--- config.mk ---
export PLATFORM = sky130hd
export DESIGN_NAME = bsh_req_buf
export DESIGN_NICKNAME = d
export VERILOG_FILES = /design/src/rtl/bsh_req_buf.sv
export SDC_FILE = /design/constraint.sdc
export NUM_CORES = 1
export LEC_CHECK = 0
export ABC_AREA = 0
export CORE_MARGIN = 10
export CORE_UTILIZATION = 58
export CTS_BUF_LIST = sky130_fd_sc_hd__clkbuf_8
export CTS_CLUSTER_SIZE = 8
export DETAILED_ROUTE_END_ITERATION = 10
export PLACE_DENSITY = 0.88
export SLEW_MARGIN = 20
export SYNTH_ARGS = -nofsm -noshare
export SYNTH_HDL_FRONTEND = slang
export SYNTH_SLANG_ARGS = --single-unit
--- constraint.sdc ---
create_clock -name clk -period 3.5 [get_ports clk]
set_input_delay 0.875 -clock clk [delete_from_list [all_inputs] [get_ports clk]]
set_output_delay 0.875 -clock clk [all_outputs]
set_load 0.01 [all_outputs]
--- src/rtl/bsh_req_buf.sv ---
// bsh_req_buf: request FIFO and registered result slot around the bsh_32 rotator.
//
// Rotate requests arrive on a valid/ready interface and are queued in a
// DEPTH-entry FIFO. The FIFO head is shown to the external combinational
// rotator (sh_data/sh_dir/sh_amt -> sh_result). When the output slot is free
// or being drained, the rotated word and the head's tag are captured into the
// slot, which is presented on out_valid/out_ready.
//
// Ports
//   clk, rst_n       clock, asynchronous active-low reset
//   flush            synchronous clear of FIFO and output slot
//   in_valid/ready   request handshake; in_ready = (count < DEPTH)
//   in_data/dir/sh   word, direction (1 = right) and amount of the rotate
//   in_tag           user tag, returned with the result
//   sh_data/dir/amt  FIFO head, to the rotator
//   sh_result        rotator output
//   out_valid/ready  result handshake
//   out_data/tag     rotated word and its tag
//   level            FIFO occupancy (registered)
module bsh_req_buf #(
    parameter int DEPTH = 4,
    parameter int AW    = 2,
    parameter int TAG_W = 4
) (
    input  logic             clk,
    input  logic             rst_n,
    input  logic             flush,
    input  logic             in_valid,
    output logic             in_ready,
    input  logic [31:0]      in_data,
    input  logic             in_dir,
    input  logic [4:0]       in_sh,
    input  logic [TAG_W-1:0] in_tag,
    output logic [31:0]      sh_data,
    output logic             sh_dir,
    output logic [4:0]       sh_amt,
    input  logic [31:0]      sh_result,
    output logic             out_valid,
    input  logic             out_ready,
    output logic [31:0]      out_data,
    output logic [TAG_W-1:0] out_tag,
    output logic [AW:0]      level
);

    typedef struct packed {
        logic [31:0]      data;
        logic             dir;
        logic [4:0]       sh;
        logic [TAG_W-1:0] tag;
    } req_t;

    req_t          mem [DEPTH];
    req_t          head;
    logic [AW-1:0] wr_ptr;
    logic [AW-1:0] rd_ptr;
    logic [AW:0]   count;
    logic          push;
    logic          pop;

    // Full blocks input even if a pop happens this cycle: no full bypass.
    assign in_ready = (count < (AW+1)'(DEPTH));
    // flush wins over both handshakes; the flush-cycle request is dropped.
    assign push     = in_valid & in_ready & ~flush;
    assign pop      = (count != '0) & (~out_valid | out_ready) & ~flush;

    assign head    = mem[rd_ptr];
    assign sh_data = head.data;
    assign sh_dir  = head.dir;
    assign sh_amt  = head.sh;
    assign level   = count;

    // Storage needs no reset: entries are only read once count covers them.
    always_ff @(posedge clk) begin
        if (push) begin
            mem[wr_ptr] <= '{data: in_data, dir: in_dir, sh: in_sh, tag: in_tag};
        end
    end

    always_ff @(posedge clk or negedge rst_n) begin
        if (!rst_n) begin
            wr_ptr <= '0;
            rd_ptr <= '0;
            count  <= '0;
        end else if (flush) begin
            wr_ptr <= '0;
            rd_ptr <= '0;
            count  <= '0;
        end else begin
            if (push) wr_ptr <= wr_ptr + AW'(1);
            if (pop)  rd_ptr <= rd_ptr + AW'(1);
            case ({push, pop})
                2'b10:   count <= count + (AW+1)'(1);
                2'b01:   count <= count - (AW+1)'(1);
                default: count <= count;
            endcase
        end
    end

    // Result slot: capture on pop, otherwise release on consumer accept.
    // Data and tag hold after release so they stay stable under backpressure.
    always_ff @(posedge clk or negedge rst_n) begin
        if (!rst_n) begin
            out_valid <= 1'b0;
            out_data  <= '0;
            out_tag   <= '0;
        end else if (flush) begin
            out_valid <= 1'b0;
        end else if (pop) begin
            out_valid <= 1'b1;
            out_data  <= sh_result;
            out_tag   <= head.tag;
        end else if (out_ready && out_valid) begin
            out_valid <= 1'b0;
        end
    end

endmodule
Yosys cells after proc, flatten, opt, wreduce, memory -nomap -nowiden
Memory sizes are Yosys's and may differ from the RTL's.
Cells that the tools add are included.
Operators by class
  divide/modulo/power cells: 0
  shift-type cells: 0
  multiply operators: 0
  magnitude comparators: 1
  equality and inequality tests: 2
  multiplexer cells: 11
  add/subtract/negate cells: 4
  reduce and logical (&&, ||, !) cells: 7
  bitwise logic cells: 7
Operators with widths (number)
  $reduce_bool A3 Y1: 3
  $mux W2: 4
  $pmux W3 S2: 1
  $mux W1: 5
  $add A2 B1 Y2 const B: 2
  $and A1 B1 Y1: 4
  $reduce_bool A2 Y1: 2
  $add A3 B1 Y3 const B: 1
  $lt A3 B3 Y1 const B: 1
  $mux W3: 1
  $sub A3 B1 Y3 const B: 1
  $eq A2 B1 Y1 const B: 1
  $eq A2 B2 Y1 const B: 1
  $not A1 Y1: 2
  $reduce_and A2 Y1: 1
  $logic_and A1 B1 Y1: 1
  $or A1 B1 Y1: 1
Word-level totals
  bits of input ports: 79
  latch bits: 0
  memory bits (writable): 168
  register bits after elaboration: 44
  memories kept: 1
  memory bits (read-only): 0
  output and inout bits: 79
Memories
  mem: depth 4, bits a word 42, read ports 1, clocked after Yosys merged registers in 0, write ports 1, line 52  | req_t mem [DEPTH];

Logic depth before layout (Yosys ltp)
  depth in word-level cells: 7
  depth in mapped cells: 7
  depth with buffers taken out: 6

Least setup slack after synthesis
No wires, ideal clock.
  path type: in2reg
  start point: input in_valid
  end point: memory mem[0][0] (netlist bit) (enable)
  required time: 3.096 ns
  setup time: 0.404 ns
  buffers on the path: 0
  arrival time: 2.403 ns
  stages: 3
  path slack: 0.693 ns
  cell sequence: nor2b_1 > nor2b_1 > and2_1
On the way
  longest elaborated chain between the ends: 4
RTL lines
  start, declared: line 28  | input logic in_valid,
  $and A1 B1 Y1 (2 in a row): line 63  | assign push = in_valid & in_ready & ~flush;
  $mux W1: line 74  | if (push) begin
  $mux W1 (implied by the code): line 75  | mem[wr_ptr] <= '{data: in_data, dir: in_dir, sh: in_sh, tag: in_tag};
  end, declared: line 52
No other way between the ends.

Final worst setup path
  start point: register rd_ptr[0]
  end point: output sh_data[20]
On the way
  longest elaborated chain between the ends: 1
RTL lines
  start, declared: line 55  | logic [AW-1:0] rd_ptr;
  start signal, assigned: line 90  | if (pop) rd_ptr <= rd_ptr + AW'(1);
  $mem_v2 Z4 W42
  end, declared: line 34  | output logic [31:0] sh_data,
No other way between the ends.

==> impl_summary.md <==
Floorplanning
The floorplan step set the die height to 139 um. The floorplan has 43 rows. The starting utilization of the core area is 0.590. The die is 139 um wide.

The die covers 0.0193 mm^2. The core area is 0.0139 mm^2. During I/O placement, the number of pins put on the boundary was 158.

Global routing
The via count of the first global-routing pass is 4422. The number of antenna violations at the first check in global routing is 0. The total grt overflow is 0.

The first global-routing pass estimated 25.9 mm of wire. The global-route usage over all layers is 0.173. The maximum number of pins on one net before global-route repair is 45.

Cells and area
The commonest non-fill, non-tap cell in the layout is edfxtp_1. In the final layout, the share of cells above drive strength 1 is 0.250. The number of diodes is 0. The area growth from synthesis to final layout is 27.2%. After the last flow step, the layout net total stands at 629. Once layout is complete, the cells apart from fillers number 745. The library cells used most frequently in the layout, excluding fill and tap cells, are edfxtp_1, clkdlybuf4s50_1, mux4_2, dfrtp_1, clkbuf_8.

Detailed routing
The via count is 3994. The via count normalized by instance count is 5.36. The count of nets left with antenna violations once routing finished came out at 0.

Wires add up to 16.9 mm. Dividing the detail-routed wire length by the instance count gives 22.7 um. The number of design rule violations left after detail routing is 0. The count of routing violations after the opening detailed-route iteration is 266.

Before antenna repair, the detailed router went through 4 iterations.

Yosys
The share of synthesized area occupied by flip-flops and latches is 0.750. The register bit total from synthesis is 212. Of the post-synthesis cell area, the dominant cell type holds 0.616. The distinct cell type count after synthesis is 30.

Counting every instance in the synthesized netlist gives 388. In this run the cell area of the synthesized design comes to 0.00820 mm^2. The total of warnings raised by yosys is 0. Yosys attributes the largest share of cell area to edfxtp_1, dfrtp_1, mux4_2, mux2_2, buf_4. The number of nets in the synthesized netlist is 472. The average instance in the mapped netlist occupies 21.1 um^2. The largest total area in the synthesized netlist belongs to edfxtp_1.

Setup path
The required time reported for the critical path endpoint is 2.62 ns. The beginning of the worst register-to-register path is level[2]. The critical path start-end classification is flop to primary output.

The peak per-stage delay on the critical path is 0.61 ns. The launch point of the critical path is rd_ptr[0]. The critical path goes through buf_12, mux4_2, clkdlybuf4s50_1. Among cell families on the critical path, the largest total delay comes from buffers and inverters. The slowest stage of the critical path belongs to the cell dfrtp_4.

STA classifies the critical path startpoint as a flop. The worst-path maximum fanout is 20. The number of buffers and inverters on the critical path is 2. At the worst endpoint, the arrival time is 2.41 ns. The endpoint kind of the worst setup timing path is a primary output.

Setup slack on the worst reg-to-reg path comes out at 1.52 ns.

Clocking
The clock net in this run drives a total of 212 sinks. The clock insertion delay at the later pin of the skew report is 0.51 ns. Clock-pin slew was measured on the worst setup and hold paths at 0.06 ns.

The maximum root-to-sink buffer count is 3. The H-tree was split into 2 levels. In this run the clock root is driven by a clkbuf_8. The TritonCTS clock tree is built.

The total of cells resized after clock tree synthesis is 0. Buffers inserted during clock tree synthesis total 35.

Placement
The placed instance count is 685. The count of port buffers added during placement is 157. The detailed placement HPWL is 11.0 mm. The congestion estimate from routability-driven global placement came to 0.736.

STA
The final setup violation count is 0. The worst pin sits at a relative slew slack of 0.531. Setup repair after global routing left no endpoint under its margin. Static timing analysis puts the maximum clock frequency at 305 MHz. The clock period minus final worst setup slack is 3.28 ns. The worst clock skew is 0.0185 ns. The transition time of the tightest slew-check pin is 0.702 ns.

The total count of hold-check failures in the final report is 0. The max-slew violation total from the final report is 0. The setup TNS is 0 ns. The portion of the clock cycle consumed by the worst path in the final layout is 0.938.

Power
Summed over all cells, the static leakage comes to 3.60 nW. The power density relative to cell area is 722 mW/mm^2. The largest voltage drop on the vdd net is 0.514 mV.

Outcome
The run finished with clean final reports.

Min path
The class of the most critical hold timing path is input pin to asynchronous set/reset pin.

Job
The tool flagged a number of max-cap violations equal to 0.
[state kept, by name (all words and copies together) (netlist names)]
register,flops
mem,168
out_data,32
out_tag,4
level,3
rd_ptr,2
wr_ptr,2
out_valid,1
[report_power, final]
part	internal, mW	total (mW)	switching [mW]
Combinational	1.41	2.39	0.974
Clock	0.965	1.84	0.876
Sequential	3.09	3.30	0.207
Total	5.47	7.52	2.06
[final timing paths]
check / depth (start not counted) / to
max: 3 / sh_data[20]
min: 1 / out_data[8]
max reg2reg: 5 / mem[0][6]
min reg2reg: 1 / out_data[17]
max in group asynchronous: 2 / rd_ptr[0]
min in group clk: 1 / out_data[17]
[through the flow]
step,util,setup WS (ns),total power [mW],hold slack (ns),area (um^2)
after floorplan,-,0.693,4.71,0.529,8200
after detailed placement,0.704,0.463,5.70,0.498,9770
final,0.751,0.217,7.52,0.269,10400
after global routing,0.751,0.0825,7.87,0.269,10400
after CTS,0.750,0.147,7.61,0.510,10400
after global placement,0.704,0.486,5.62,0.469,9770
[cells by family after synthesis]
kind of cell | count (synthesis) | synth area share
adder cells (fa/ha/maj) | 5 | 0.00855
multiplexers | 80 | 0.167
AND/OR/NAND/NOR | 24 | 0.0183
buffers and inverters | 55 | 0.0466
flip-flops | 212 | 0.750
AO/OA/AOI/OAI | 10 | 0.00702
XOR/XNOR | 2 | 0.00214
[final cells by class]
class	instances	area, um^2
repair buffers	172	1770
flip-flops and latches	212	6150
inverters	3	11.3
well taps	180	225
multi-input cells	121	1670
fillers	774	3460
clock inverters	20	80.1
clock buffers	37	509
[per-layer routing]
| metal | vias up | GRT usage | routed length, um |
|---|---|---|---|
| met5 | - | 0 | 0 |
| met1 | 2043 | 0.193 | 6150 |
| met3 | 24 | 0.0493 | 966 |
| li1 | 1815 | - | - |
| met2 | 112 | 0.313 | 9500 |
| met4 | 0 | 0.0533 | 265 |
[synthesized netlist by cell type]
cell type  number
nor4_1          1
o21ai_0         3
nor3_4          2
nor3_1          1
buf_4          38
o211ai_1        1
a31oi_1         1
nor2_1          7
o21a_1          1
mux2_2         36
edfxtp_1      168
buf_2           8
ha_1            4
mux4_2         42
nand2b_1        2
or3_1           1
fa_1            1
dfrtp_1        44
a21oi_1         3
and2_1          4
inv_1           3
nor2b_1         4
mux2i_1         1
nand2_1         1
xnor2_1         2
nor3b_1         1
mux2_1          1
buf_6           3
o22ai_1         1
clkbuf_1        3
[repair_timing]
| action | in CTS | in global routing |
|---|---|---|
| hold buffers | 0 | 0 |
| endpoints found under the setup margin | 38 | 0 |
| setup buffers | 2 | 0 |
Note: power is estimated with default switching activity, not from simulation.
